==> src/rtl/uart_rx_core.sv <==
// UART receiver: synchronised rx line -> one-entry valid/ready holding register.
// Word appears (div>>1)+(nb+parity+1)*div+1 cycles after the start edge; a full, unaccepted register drops new frames (overrun pulse).
module uart_rx_core #(
   parameter int DATA_W      = 9,
   parameter int BAUD_W      = 32,
   parameter int SYNC_STAGES = 2
) (
   input  logic              clk,
   input  logic              rst,
   input  logic              rx_i,
   input  logic [BAUD_W-1:0] baud_div_i,
   input  logic [3:0]        data_bits_i,
   input  logic              parity_en_i,
   input  logic              odd_parity_i,
   output logic [DATA_W-1:0] rx_data_o,
   output logic              rx_valid_o,
   input  logic              rx_ready_i,
   output logic              parity_error_o,
   output logic              data_bits_error_o,
   output logic              stop_error_o,
   output logic              overrun_o,
   output logic              busy_o
);

   typedef enum logic [2:0] {S_IDLE, S_START, S_DATA, S_PARITY, S_STOP} state_t;

   localparam logic [3:0] MAX_NB = 4'(DATA_W);

   state_t              state_q, state_d;
   logic [SYNC_STAGES-1:0] sync_q, fill_q;
   logic                rxs, rxs_prev_q;
   logic [BAUD_W-1:0]   cnt_q, div_q, div_live, half_m1;
   logic [3:0]          nb_q, bit_cnt_q;
   logic                par_en_q, odd_q, dbe_q, perr_q, serr_q, done_q;
   logic [DATA_W-1:0]   shift_q;
   logic                nb_legal;
   logic                cnt_clr, start_ok, data_smp, par_smp, stop_smp;

   logic [DATA_W-1:0]   hold_data_q;
   logic                hold_vld_q, hold_pe_q, hold_dbe_q, hold_se_q, overrun_q;

   assign rxs      = sync_q[SYNC_STAGES-1];
   assign div_live = (baud_div_i < BAUD_W'(4)) ? BAUD_W'(4) : baud_div_i;
   assign half_m1  = (div_live >> 1) - BAUD_W'(1);
   assign nb_legal = (data_bits_i >= 4'd5) && (data_bits_i <= MAX_NB);

   // fill_q marks when the synchroniser holds real line samples, so a line
   // that is low out of reset never looks like a falling edge.
   always_ff @(posedge clk) begin
      if (rst) begin
         sync_q     <= '1;
         fill_q     <= '0;
         rxs_prev_q <= 1'b0;
      end else begin
         sync_q     <= {sync_q[SYNC_STAGES-2:0], rx_i};
         fill_q     <= {fill_q[SYNC_STAGES-2:0], 1'b1};
         rxs_prev_q <= fill_q[SYNC_STAGES-1] & rxs;
      end
   end

   always_ff @(posedge clk) begin
      if (rst) state_q <= S_IDLE;
      else     state_q <= state_d;
   end

   always_comb begin
      state_d  = state_q;
      cnt_clr  = 1'b0;
      start_ok = 1'b0;
      data_smp = 1'b0;
      par_smp  = 1'b0;
      stop_smp = 1'b0;
      case (state_q)
         S_IDLE: begin
            if (rxs_prev_q && !rxs) begin
               state_d = S_START;
               cnt_clr = 1'b1;
            end
         end
         S_START: begin
            if (cnt_q == half_m1) begin
               cnt_clr = 1'b1;
               if (rxs) begin
                  state_d = S_IDLE;
               end else begin
                  start_ok = 1'b1;
                  state_d  = S_DATA;
               end
            end
         end
         S_DATA: begin
            if (cnt_q == div_q - BAUD_W'(1)) begin
               cnt_clr  = 1'b1;
               data_smp = 1'b1;
               if (bit_cnt_q == nb_q - 4'd1)
                  state_d = par_en_q ? S_PARITY : S_STOP;
            end
         end
         S_PARITY: begin
            if (cnt_q == div_q - BAUD_W'(1)) begin
               cnt_clr = 1'b1;
               par_smp = 1'b1;
               state_d = S_STOP;
            end
         end
         S_STOP: begin
            if (cnt_q == div_q - BAUD_W'(1)) begin
               cnt_clr  = 1'b1;
               stop_smp = 1'b1;
               state_d  = S_IDLE;
            end
         end
         default: state_d = S_IDLE;
      endcase
   end

   always_ff @(posedge clk) begin
      if (rst) begin
         cnt_q       <= '0;
         div_q       <= BAUD_W'(4);
         nb_q        <= 4'd8;
         bit_cnt_q   <= '0;
         par_en_q    <= 1'b0;
         odd_q       <= 1'b0;
         dbe_q       <= 1'b0;
         perr_q      <= 1'b0;
         serr_q      <= 1'b0;
         done_q      <= 1'b0;
         shift_q     <= '0;
         hold_data_q <= '0;
         hold_vld_q  <= 1'b0;
         hold_pe_q   <= 1'b0;
         hold_dbe_q  <= 1'b0;
         hold_se_q   <= 1'b0;
         overrun_q   <= 1'b0;
      end else begin
         if (cnt_clr || state_q == S_IDLE) cnt_q <= '0;
         else                             cnt_q <= cnt_q + BAUD_W'(1);

         // Frame configuration is frozen here for the rest of the frame.
         if (start_ok) begin
            div_q     <= div_live;
            nb_q      <= nb_legal ? data_bits_i : 4'd8;
            dbe_q     <= !nb_legal;
            par_en_q  <= parity_en_i;
            odd_q     <= odd_parity_i;
            shift_q   <= '0;
            bit_cnt_q <= '0;
            perr_q    <= 1'b0;
         end
         if (data_smp) begin
            shift_q   <= shift_q | (DATA_W'(rxs) << bit_cnt_q);
            bit_cnt_q <= bit_cnt_q + 4'd1;
         end
         if (par_smp)  perr_q <= ((^shift_q) ^ rxs) != odd_q;
         if (stop_smp) serr_q <= ~rxs;
         done_q <= stop_smp;

         overrun_q <= 1'b0;
         if (done_q) begin
            if (!hold_vld_q || rx_ready_i) begin
               hold_data_q <= shift_q;
               hold_vld_q  <= 1'b1;
               hold_pe_q   <= perr_q;
               hold_dbe_q  <= dbe_q;
               hold_se_q   <= serr_q;
            end else begin
               overrun_q <= 1'b1;
            end
         end else if (hold_vld_q && rx_ready_i) begin
            hold_data_q <= '0;
            hold_vld_q  <= 1'b0;
            hold_pe_q   <= 1'b0;
            hold_dbe_q  <= 1'b0;
            hold_se_q   <= 1'b0;
         end
      end
   end

   assign rx_data_o         = hold_data_q;
   assign rx_valid_o        = hold_vld_q;
   assign parity_error_o    = hold_pe_q;
   assign data_bits_error_o = hold_dbe_q;
   assign stop_error_o      = hold_se_q;
   assign overrun_o         = overrun_q;
   assign busy_o            = (state_q != S_IDLE);

endmodule

==> config.mk <==
export PLATFORM = sky130hd
export DESIGN_NAME = uart_rx_core
export DESIGN_NICKNAME = d
export VERILOG_FILES = /design/src/rtl/uart_rx_core.sv
export SDC_FILE = /design/constraint.sdc
export NUM_CORES = 1
export LEC_CHECK = 0
export CAP_MARGIN = 5
export CORE_MARGIN = 2
export CORE_UTILIZATION = 35
export DETAILED_ROUTE_END_ITERATION = 10
export GPL_TIMING_DRIVEN = 0
export HOLD_SLACK_MARGIN = 0.12
export SYNTH_ARGS = -nofsm -noshare
export SYNTH_HDL_FRONTEND = slang
export SYNTH_SLANG_ARGS = --single-unit
==> constraint.sdc <==
create_clock -name clk -period 12.15 [get_ports clk]
set_clock_uncertainty 0.2 [all_clocks]
set_input_delay 1.215 -clock clk [delete_from_list [all_inputs] [get_ports clk]]
set_output_delay 1.215 -clock clk [all_outputs]
set_load 0.005 [all_outputs]
# [Yosys cells after proc, flatten, opt, wreduce, memory -nomap -nowiden]
# Index checks and enable logic that the tools add are counted.
[totals] ff_bits=109 memories=0 out_inout_bits=15 ram_bits=0 rom_bits=0 latchBits=0
[classes] div_mod_pow=0 mul=0 shift=1 bitwise=5 addsub=5 n_mux=41 eq_ne=15 n_lt_le_gt_ge=3 n_reduce_logical=19
[op_table] op="32-bit equality test" n=2
[op_table] op="9-bit 2-to-1 mux" n=5
[op_table] op="32-bit by 1-bit adder with 32-bit output, second input constant" n=1
[op_table] op="32-bit by 3-bit less-than comparator with 1-bit output, second input constant" n=1
[op_table] op="32-bit 2-to-1 mux" n=1
[op_table] op="31-bit by 1-bit subtractor with 32-bit output, second input constant" n=1
[op_table] op="32-bit by 1-bit subtractor with 32-bit output, second input constant" n=1
[op_table] op="1-bit 2-to-1 mux" n=22
[op_table] op="3-bit 2-to-1 mux" n=7
[op_table] op="3-bit case mux with 5 select lines" n=1
[op_table] op="4-bit 2-to-1 mux" n=3
[op_table] op="2-bit != test, second input constant" n=6
[op_table] op="9-bit bitwise OR" n=1
[op_table] op="9-bit parity" n=1
[op_table] op="1-bit by 4-bit left shift with 9-bit output" n=1
[op_table] op="3-bit by 2-bit equality test with 1-bit output, second input constant" n=2
[op_table] op="6-bit AND reduction" n=1
[op_table] op="2-bit nonzero test" n=3
[op_table] op="4-bit by 1-bit adder with 4-bit output, second input constant" n=1
[op_table] op="4-bit equality test" n=1
[op_table] op="4-bit by 3-bit greater-or-equal comparator with 1-bit output, second input constant" n=1
[op_table] op="4-bit <= comparator, second input constant" n=1
[op_table] op="2-bit OR reduction" n=2
[op_table] op="4-bit by 1-bit subtractor with 4-bit output, second input constant" n=1
[op_table] op="other kinds (16)" n=22

# [Longest topological paths before layout]
[depth] depth_word=8 ltp_mapped=19 mapped_depth_nobuf=14

# [Worst setup path before layout]
# Ideal clock, no wire load.
[synth_timing] kind="input to register" start="input baud_div_i[21]" end="register div_q[3]" stages=18 path_buffers=4 path_slack_ns=6.718 setup_ns=0.128 t_arrival_ns=5.104 cell_sequence="clkbuf_1 -> or4_1 -> clkbuf_1 -> nor4_2 -> nand4_1 -> nand2_1 -> ha_1 -> or4b_2 -> nor2_1 -> xnor2_1 -> a211o_1 -> a32o_1 -> nor4_1 -> and4_1 -> buf_4 -> buf_6 -> mux2i_1 -> nor2_1"
[synth_between] elab_chain_len=6
[synth_rtl] item="start, declared" line="11" rtl="input logic [BAUD_W-1:0] baud_div_i,"
[synth_rtl] item="32-bit by 3-bit less-than comparator with 1-bit output" line="43" rtl="assign div_live = (baud_div_i < BAUD_W'(4)) ? BAUD_W'(4) : baud_div_i;"
[synth_rtl] item="32-bit 2-to-1 mux (*)" line="43"
[synth_rtl] item="31-bit by 1-bit subtractor with 32-bit output" line="44" rtl="assign half_m1 = (div_live >> 1) - BAUD_W'(1);"
[synth_rtl] item="32-bit equality test" line="81" rtl="if (cnt_q == half_m1) begin"
[synth_rtl] item="1-bit 2-to-1 mux" line="81"
[synth_rtl] item="1-bit 2-to-1 mux" line="73" rtl="case (state_q)"
[synth_rtl] item="end signal, assigned" line="142" rtl="div_q <= div_live;"
[synth_rtl] item="end, declared" line="32" rtl="logic [BAUD_W-1:0] cnt_q, div_q, div_live, half_m1;"
# Every way passes the cells marked *; elsewhere a longest branch is shown, timed or not.
# A chain may end at the register's enable or synchronous reset.

# [Worst setup path after layout]
[layout_timing] start="input baud_div_i[10]" end="register cnt_q[29]"
[layout_between] elab_chain_len=8
[layout_rtl] item="32-bit by 3-bit less-than comparator with 1-bit output" line="43"
[layout_rtl] item="32-bit 2-to-1 mux (*)" line="43"
[layout_rtl] item="31-bit by 1-bit subtractor with 32-bit output (*)" line="44"
[layout_rtl] item="32-bit equality test (*)" line="81"
[layout_rtl] item="1-bit 2-to-1 mux (*)" line="81"
[layout_rtl] item="1-bit case mux with 3 select lines (*)" line="73"
[layout_rtl] item="1-bit logical OR (*)" line="137" rtl="if (cnt_clr || state_q == S_IDLE) cnt_q <= '0;"
[layout_rtl] item="2-bit OR reduction (no source line) (*)"
[layout_rtl] item="end signal, assigned" line="138" rtl="else cnt_q <= cnt_q + BAUD_W'(1);"
[layout_rtl] item="end, declared" line="32"
# Marked as above.

==> impl_metrics.toml <==
[run_status]
status = "complete, no violations"

[synthesis]
syn-num-nets = 937
synth_area_leaders = "dfxtp_1 (30%), xnor2_1 (7.8%), nor2_1 (6.7%)"
yosys-top-cells-count = "nor2_1 (128), dfxtp_1 (109), xnor2_1 (64)"
synth_cells = 890
synth-seq-area-share_pct = 30.5
ys.flop_type = "dfxtp_1"
synth_seq_cells = 109
yosysTopAreaCellShare_pct = 30.5
synth-edff-count = 0
syn_area_per_cell_um2 = 8.04
async_reset_ff_share_pct = 0
ys_types = 69
netlist_area_mm2 = 0.00716
synth_top_cell_by_area = "dfxtp_1"
yosysMostFrequentCell = "nor2_1"
yosys_warnings = 0

[clock_network]
clkSlewWorstSetupHoldPaths_ns = 0.08
cts_made_buffers = 9
tritoncts = "built"
hold_buffers = 0
clock-sinks = 109
worstSkewPairLatency_ns = 0.37
cts_buffer_depth = 2
clock-root-buffer = "clkbuf_16"
post_cts_resized = 0
cts_max_level = 3
post_cts_buffers = 0

[layout]
antenna_cells = 0
final_nets = 999
fin_util_pct = 41.3
layout.cells.non_filler = 1227
drive_gt1_share_pct = 4.81
syn_to_final_growth_pct = 16.3

[sta]
fin_crit_ns = 6.79
worst_pin_slew_ns = 0.842
fin_crit_sh_pct = 55.9
final_max_slew_viol_count = 0
fin_setup_tns_ns = 0
hold_viol = 0
relSlewSlack_pct = 43.5
rsz0062_at_grt = "no"
fmax_ghz = 0.147
setup_viol = 0

[grt]
grt_pass1_vias = 6105
grt_antenna_before_repair = 0
gr-max-usage-layer = "met2"
grt_util_met1_pct = 27.9
met3_usage_pct = 2.83
met2_usage_pct = 27.9
overflow = 0
track_usage_pct = 19.1
grt_max_degree = 21
grt_pass1_wl_mm = 32.8

[floorplan]
io_pins = 57
start_util_pct = 35.5
die_x_um = 147
core_area_mm2 = 0.0202
die_area_mm2 = 0.0216
die_h_um = 147
fp-row-count = 52

[worst_setup_path]
worstSetupPathType = "in2reg"
critPathRequiredTime_ns = 12.21
crit_path_end_kind = "flop"
r2r_start = "div_q[0]"
crit_path_start = "baud_div_i[10]"
start_kind = "input pin"
cp.arrival_ns = 6.85
crit_fanout = 10

[routing]
routed_wl_mm = 20.5
dr.pass1.iters = 5
avgRoutedWirePerCell_um = 16.7
ant_nets = 0
drt_iter0_markers = 632
via_per_inst = 5.44
vias = 6669
drc = 0

[place]
placedCellCount = 1211
portBuffers = 51
dp.final_hpwl_mm = 15.7
globalplace.congestion = 0.953

[min_path]
hold_class = "reg2reg"
worstHoldStart = "sync_q[0]"

[pwr]
max-vdd-ir-drop_uv = 68.0
powerDensity_mw_per_mm2 = 89.8
power_leakage_nw = 2.69
power.total_mw = 0.748

[run]
cap_violations = 0
## layout by cell type (no fill, tap or decap), types with 8 or more instances in the layout
master           count
clkdlybuf4s50_1     51
nand3_1             32
nor2_1             128
and3_1              14
inv_1               28
nor3b_1             10
or4_1               12
or3_1               22
dfxtp_1            109
a22oi_1             14
xnor2_1             64
nand3b_1             8
nor3_1              28
clkbuf_16            9
mux2i_1             40
clkbuf_1            48
o211ai_1            10
o21ai_0             17
xor2_1              49
nor4_1              21
nand2b_1            11
nand2_1             37
and4_1               9
nand4_1             25
a21oi_1             29
## per-stage QoR
stage | area [um2] | setup slack [ns] | hold WS (ns)
2_1_floorplan | 7160 | 6.72 | 0.189
3_3_place_gp | 8010 | 5.17 | 0.193
3_5_place_dp | 8010 | 5.14 | 0.198
4_1_cts | 8330 | 5.49 | 0.220
5_1_grt | 8330 | 5.03 | 0.240
6_report | 8330 | 5.36 | 0.216
## layer usage
metal	vias up	part of all wire, %
li1	3315	-
met1	3101	49
met2	213	42
met3	40	5.8
met4	0	3.2
met5	-	0
## sequential cells by signal, indices dropped and copies added, names as in the netlist, 2 cells and up
name       cells
cnt_q         32
div_q         32
rx_data_o      9
shift_q        9
bit_cnt_q      4
nb_q           4
state_q        3
fill_q         2
sync_q         2
## critical path, cell delays in order
cell             delay (ns)
clkdlybuf4s50_1        0.55
nor3_1                 0.56
and4_1                 0.27
clkbuf_1               0.37
nand4_1                0.49
nand2_1                0.25
ha_1                   0.31
nor4b_1                0.27
nand4_1                0.28
a2111oi_0              0.57
o22ai_1                0.16
nand4b_1               0.26
nor4_4                 0.37
nand3_1                0.23
o2111ai_4              0.40
buf_6                  0.20
nor2_1                 0.06
## layout make-up
type,count,area [um2]
multi-input cells,692,4580
flip-flops and latches,109,2180
fillers,2085,11800
clock buffers,9,225
repair buffers,51,510
clock inverters,7,93.8
inverters,29,109
well taps,270,338
plain buffers,60,285
## cells by family after synthesis
logic type	Yosys count	synth area share, %
and+or+nand+nor	397	30.3
AOI/OAI and AO/OA	137	13.4
xor gates and xnor gates	113	13.8
DFF	109	30.5
buffers and inverters	89	5.50
muxes	40	5.59
adders and majority gates	5	0.874
## worst paths after layout
check	endpoint	slack (ns)	depth (start not counted)
max reg2reg	shift_q[2]	7.43	11
max	cnt_q[29]	5.36	17
min	sync_q[1]	0.22	1
min reg2reg	sync_q[1]	0.22	1
## report_power, final
part / internal [mW] / leakage (nW) / switching [mW]
clock: 0.166 / 0.156 / 0.153
sequential: 0.359 / 0.879 / 0.00128
combinational: 0.0277 / 1.65 / 0.0415
Power figures use the tool's default switching activity.
==> variant 1, RTL diff (config.mk and constraints unchanged) <==
The parameter `BAUD_W` goes from 32 to 24.
--- a/src/rtl/uart_rx_core.sv
+++ b/src/rtl/uart_rx_core.sv
@@ -2,7 +2,7 @@
 // Word appears (div>>1)+(nb+parity+1)*div+1 cycles after the start edge; a full, unaccepted register drops new frames (overrun pulse).
 module uart_rx_core #(
    parameter int DATA_W      = 9,
-   parameter int BAUD_W      = 32,
+   parameter int BAUD_W      = 24,
    parameter int SYNC_STAGES = 2
 ) (
    input  logic              clk,
Ports: changed (resized baud_div_i); port bits go from 57 to 49. The function was not compared with the original's and may differ.
==> variant 1 against the original RTL <==
Setup slack gained 0.59 ns. Global-route usage shrank 0.91 points. Count of clock-buffer cells in the layout is the same. Area after synthesis shrank 20%. Fmax grew 9.4%. Combinational power shrank 8.1%. Power shrank 13%. Routed wire length shrank 23%. Final area shrank 19%. Sequential cell count shrank 16. Critical path type unchanged. Largest cell class unchanged.
==> variant 1: results (changes against the original RTL) <==
status=completed; relative slew slack=47.2% (+3.8 points); Max Root-Sink Buffers=2 (unchanged); CTS buffer count=9 (unchanged); syn nets=730 (-22%); final wirelength=15700 um (-23%); vias=5187 (-22%); worst vdd ir=0.0905 mV (+33%); Worst EP arrival=6.23 ns (-0.62 ns); initial antenna violation count=0 (unchanged); Fillers=1666 (-20%); Hold Crit Class=reg2reg; DRT iter0 DRCs=315 (-50%); Post-layout nets=785 (-21%); synth warn=0 (unchanged); Int Power=0.000477 W (-14%); ranking of synthesized cells by area=dfxtp_1 32%, xnor2_1 10%, nor2_1 6.3%, xor2_1 5.9%, mux2i_1 5.6%; post-cts sizing count=0 (unchanged); cell leakage power=2.42 nW (-10%); postcts setup bufs=0 (unchanged); Pre-Repair DR Iteration Count=7 (+2); Root Driver=clkbuf_16; Placed Cells incl. Taps=951 (-21%); post-DP HPWL=12000 um (-23%); Seq/Total Area, Yosys=32.3% (+1.8 points); Clock Pin Slew Worst Setup and Hold Paths=approximately 0.070 ns; critical path peak fanout=10 (unchanged); GR Util All Layers=18.2% (-0.91 points); port buffer count=44 (-14%); Commonest cells post-synth=96 x nor2_1, 93 x dfxtp_1, 66 x xnor2_1, 39 x xor2_1, 35 x clkbuf_1; vias in the first global route=5008 (-18%); Clock Latency Late Sink=0.35 ns (-0.02 ns); GPL Wtd Cong=0.910 (-4.5%); synth unique cells=70 (+1.4%); Cells after Synth=691 (-22%); first-pass GRT wire length=25500 um (-22%); Post-Layout Cell Count=967 (-21%); largest net degree at the start of global routing=19 (-9.5%); # H-tree levels=3 (unchanged); # diodes=0 (unchanged); fraction of layout cells with a size suffix above 1=6.26% (+1.5 points); Top Registers=cnt_q x24, div_q x24; Async SR Flop Fraction=0% (unchanged)
variant 1: final timing paths:
kind                  startpoint   endpoint  slack, ns  depth (start not counted)
setup / recovery  baud_div_i[20]  div_q[23]       5.95                         16
hold / removal         sync_q[0]  sync_q[1]       0.22                          1
setup reg to reg        div_q[0]  cnt_q[13]       8.20                         12
hold reg to reg        sync_q[0]  sync_q[1]       0.22                          1
variant 1: metal layers:
| layer | part of all wire (%) | up-vias | track usage [%] | wire (um) |
|---|---|---|---|---|
| met3 | 4.5 | 37 | 3.15 | 707 |
| met1 | 45 | 2457 | 22.9 | 7110 |
| met5 | 0 | - | 0 | 0 |
| met4 | 3.5 | 0 | 8.54 | 556 |
| met2 | 47 | 135 | 30.3 | 7340 |
| li1 | - | 2558 | - | - |
variant 1: final cells by class:
cell class              instances  area (um2)  share of cell area (%)
clock buffers                   9         225                    3.33
clock inverters                 7        67.6                   0.999
well taps                     216         270                    3.99
multi-input cells             537        3630                    53.7
plain buffers                  47         218                    3.22
repair buffers                 44         440                    6.51
flip-flops and latches         93        1860                    27.5
inverters                      14        52.6                   0.777
variant 1: logic make-up after synthesis:
family | count (synthesis) | share of synthesized area, %
AOI/OAI and AO/OA | 99 | 12.4
xor gates and xnor gates | 105 | 16.0
adders and majority gates | 5 | 1.09
buffers and inverters | 61 | 4.69
DFF | 93 | 32.3
muxes | 34 | 5.95
and+or+nand+nor | 294 | 27.6
variant 1: stage by stage:
| stage | hold WS [ns] | util, % | worst slack, ns | cell area [um2] |
|---|---|---|---|---|
| after floorplan | 0.189 | - | 7.26 | 5760 |
| after global placement | 0.203 | 40.5 | 5.72 | 6470 |
| after detailed placement | 0.202 | 40.5 | 5.71 | 6470 |
| after CTS | 0.222 | 42.3 | 6.08 | 6770 |
| after global routing | 0.249 | 42.3 | 5.76 | 6770 |
| final | 0.219 | 42.3 | 5.95 | 6770 |
variant 1: worst max-delay path, stage by stage:
cell and delay (ns):
clkdlybuf4s50_1 0.50, nor4_1 0.59, nand3_1 0.32, o21ai_1 0.38
ha_1 0.30, nor2b_1 0.44, nand3_1 0.27, o22a_1 0.25
a221oi_1 0.25, and4_1 0.22, nand4_1 0.19, nor3_1 0.39
buf_2 0.33, buf_4 0.30, mux2i_1 0.22, nor2_1 0.05
variant 1: power groups by stage:
stage,clock (W),combinational [W],sequential [W]
2_1_floorplan,0,0.0000346,0.000314
3_3_place_gp,0,0.0000635,0.000315
3_5_place_dp,0,0.0000630,0.000315
4_1_cts,0.000286,0.0000635,0.000308
5_1_grt,0.000299,0.0000686,0.000308
6_report,0.000279,0.0000636,0.000308
==> variant 2, RTL diff (config.mk and constraints unchanged) <==
Made on the original files. The 5 states of `state_t` get a one-hot encoding in 5 bits.
--- a/src/rtl/uart_rx_core.sv
+++ b/src/rtl/uart_rx_core.sv
@@ -22,7 +22,7 @@
    output logic              busy_o
 );
 
-   typedef enum logic [2:0] {S_IDLE, S_START, S_DATA, S_PARITY, S_STOP} state_t;
+   typedef enum logic [4:0] {S_IDLE = 5'b00001, S_START = 5'b00010, S_DATA = 5'b00100, S_PARITY = 5'b01000, S_STOP = 5'b10000} state_t;
 
    localparam logic [3:0] MAX_NB = 4'(DATA_W);
 
Function: no difference found for any inputs over 10 cycles, from zero or initial values and one cycle with rst high; not proved beyond that.
==> variant 2 against the original RTL <==
First-iteration DRC count shrank 53%. Final area is 0.87% lower. Critical endpoint is now cnt_q[6]. Critical path type unchanged. Synthesized cell count fell by 4.2%. Area after synthesis shrank 1.0%. Sequential share of layout area rose by 0.72 points. Routed wire length shrank 0.20%. Power is 0.72% higher. Sequential cell count increased by 2. Die area is 0.98% lower. Setup slack worse by 0.29 ns. Largest cell class unchanged.
==> variant 2: results (changes against the original RTL) <==
cells on worst reg2reg path=12 (+1); CTS buffer count=9 (unchanged); synth warn=0 (unchanged); Max Root-Sink Buffers=2 (unchanged); switch share=27.6% (+1.4 points); DRT iter0 DRCs=299 (-53%); relative slew slack=30.8% (-13 points); post-cts sizing count=0 (unchanged); Critical Path Max Stage Delay=0.67 ns (+0.10 ns); first-pass GRT wire length=33000 um (+0.65%); postcts setup bufs=0 (unchanged); Pre-Repair DR Iteration Count=4 (-1); post-DP HPWL=16000 um (+2.1%); worst vdd ir=0.0733 mV (+7.8%); critical path's top delay family=simple AND/OR/NAND/NOR gates; initial antenna violation count=0 (unchanged); synth unique cells=75 (+8.7%); Worst EP arrival=7.10 ns (+0.25 ns); Post-Layout Cell Count=1190 (-3.0%); critical path startpoint category=input pin; # H-tree levels=3 (unchanged); cell leakage power=3.07 nW (+14%); Critical Path End=cnt_q[6]; Seq/Total Area, Yosys=31.4% (+0.88 points); status=completed; vias per inst=5.46 (+0.40%); top_reg_cell synth=dfxtp_1; wire length per cell=17.2 um (+2.9%); largest net degree at the start of global routing=24 (+14%); Post-layout nets=962 (-3.7%); port buffer count=51 (unchanged); Commonest cells post-synth=111 x dfxtp_1, 82 x nor2_1, 72 x xnor2_1, 55 x nor3_1, 50 x xor2_1; syn nets=900 (-3.9%); critical path peak fanout=10 (unchanged); average footprint of a synthesized cell=8.31 um2 (+3.3%); Hold Crit Class=reg2reg; Critical Path Source=baud_div_i[15]; Clock Latency Late Sink=0.37 ns (about the same); final period utilization=58.2% (+2.4 points); pre-CTS setup slack=4.72 ns (-0.417 ns); fraction of layout cells with a size suffix above 1=5.87% (+1.1 points); GR Util All Layers=19.3% (+0.18 points); Top Registers=cnt_q x32, div_q x32; Worst R2R Start=div_q[0]; Async SR Flop Fraction=0% (unchanged); GPL Wtd Cong=0.923 (-3.1%); vias in the first global route=6088 (-0.28%); R2R Setup Slk=7.03 ns (-0.40 ns); # diodes=0 (unchanged); Clock Pin Slew Worst Setup and Hold Paths=0.08 ns (about the same); CP max stage cell=or4_1; ranking of synthesized cells by area=dfxtp_1 31%, xnor2_1 8.9%, xor2_1 6.2%, mux2i_1 5.8%, nor2_1 4.3%; Root Driver=clkbuf_16
-- variant 2: worst min path at each step --
stage                           end  slack (ns)  depth (start not counted)       from
final                     sync_q[1]        0.22                          1  sync_q[0]
after global routing      sync_q[1]        0.26                          1  sync_q[0]
after CTS                 sync_q[1]        0.22                          1  sync_q[0]
after detailed placement  sync_q[1]        0.20                          1  sync_q[0]
after global placement    sync_q[1]        0.20                          1  sync_q[0]
after floorplan           sync_q[1]        0.19                          1  sync_q[0]
-- variant 2: final cells by class --
type                    count  area, um2
multi-input cells         676       4600
well taps                 270        338
clock buffers               9        225
fillers                  2131      11800
clock inverters             7       93.8
flip-flops and latches    111       2220
repair buffers             51        510
inverters                  14       52.6
plain buffers              52        210
-- variant 2: per-layer routing --
layer	share of wire [%]	routed length, um	global-route usage [%]	up-vias
li1	-	-	-	3236
met1	47	9650	26.1	3091
met2	47	9550	32.2	145
met3	4.7	955	3.41	22
met4	1.3	270	4.03	0
met5	0	0	0	-
-- variant 2: cells by family (layout without fill, tap and decap cells) --
kind of cell	count (synthesis)	in the layout	share of synthesized area [%]
flops	111	111	31.4
fa+ha+maj	5	5	0.883
xor+xnor	122	122	15.1
compound gates	117	117	11.7
simple gates	387	387	30.9
buf+inv	66	133	3.71
mux	45	45	6.43
-- variant 2: worst reg2reg max path, delay by kind of cell (launching register included) --
family | cells | cell delay (ns)
adders and majority gates | 1 | 0.24
buffers and inverters | 2 | 0.41
DFF | 1 | 0.37
and+or+nand+nor | 7 | 3.22
AOI/OAI and AO/OA | 2 | 0.53
-- variant 2: stage by stage --
| stage | area (um2) | utilization (%) | hold WS (ns) |
|---|---|---|---|
| after floorplan | 7090 | - | 0.189 |
| after global placement | 7940 | 39.6 | 0.200 |
| after detailed placement | 7940 | 39.6 | 0.200 |
| after CTS | 8250 | 41.2 | 0.225 |
| after global routing | 8250 | 41.2 | 0.256 |
| final | 8250 | 41.2 | 0.219 |
-- variant 2: power by group through the flow --
stage                     Clock, W  Combinational (W)  Sequential, W
after floorplan                  0          0.0000370       0.000376
after global placement           0          0.0000717       0.000377
after detailed placement         0          0.0000720       0.000377
after CTS                 0.000321          0.0000722       0.000368
after global routing      0.000335          0.0000791       0.000369
final                     0.000312          0.0000727       0.000368
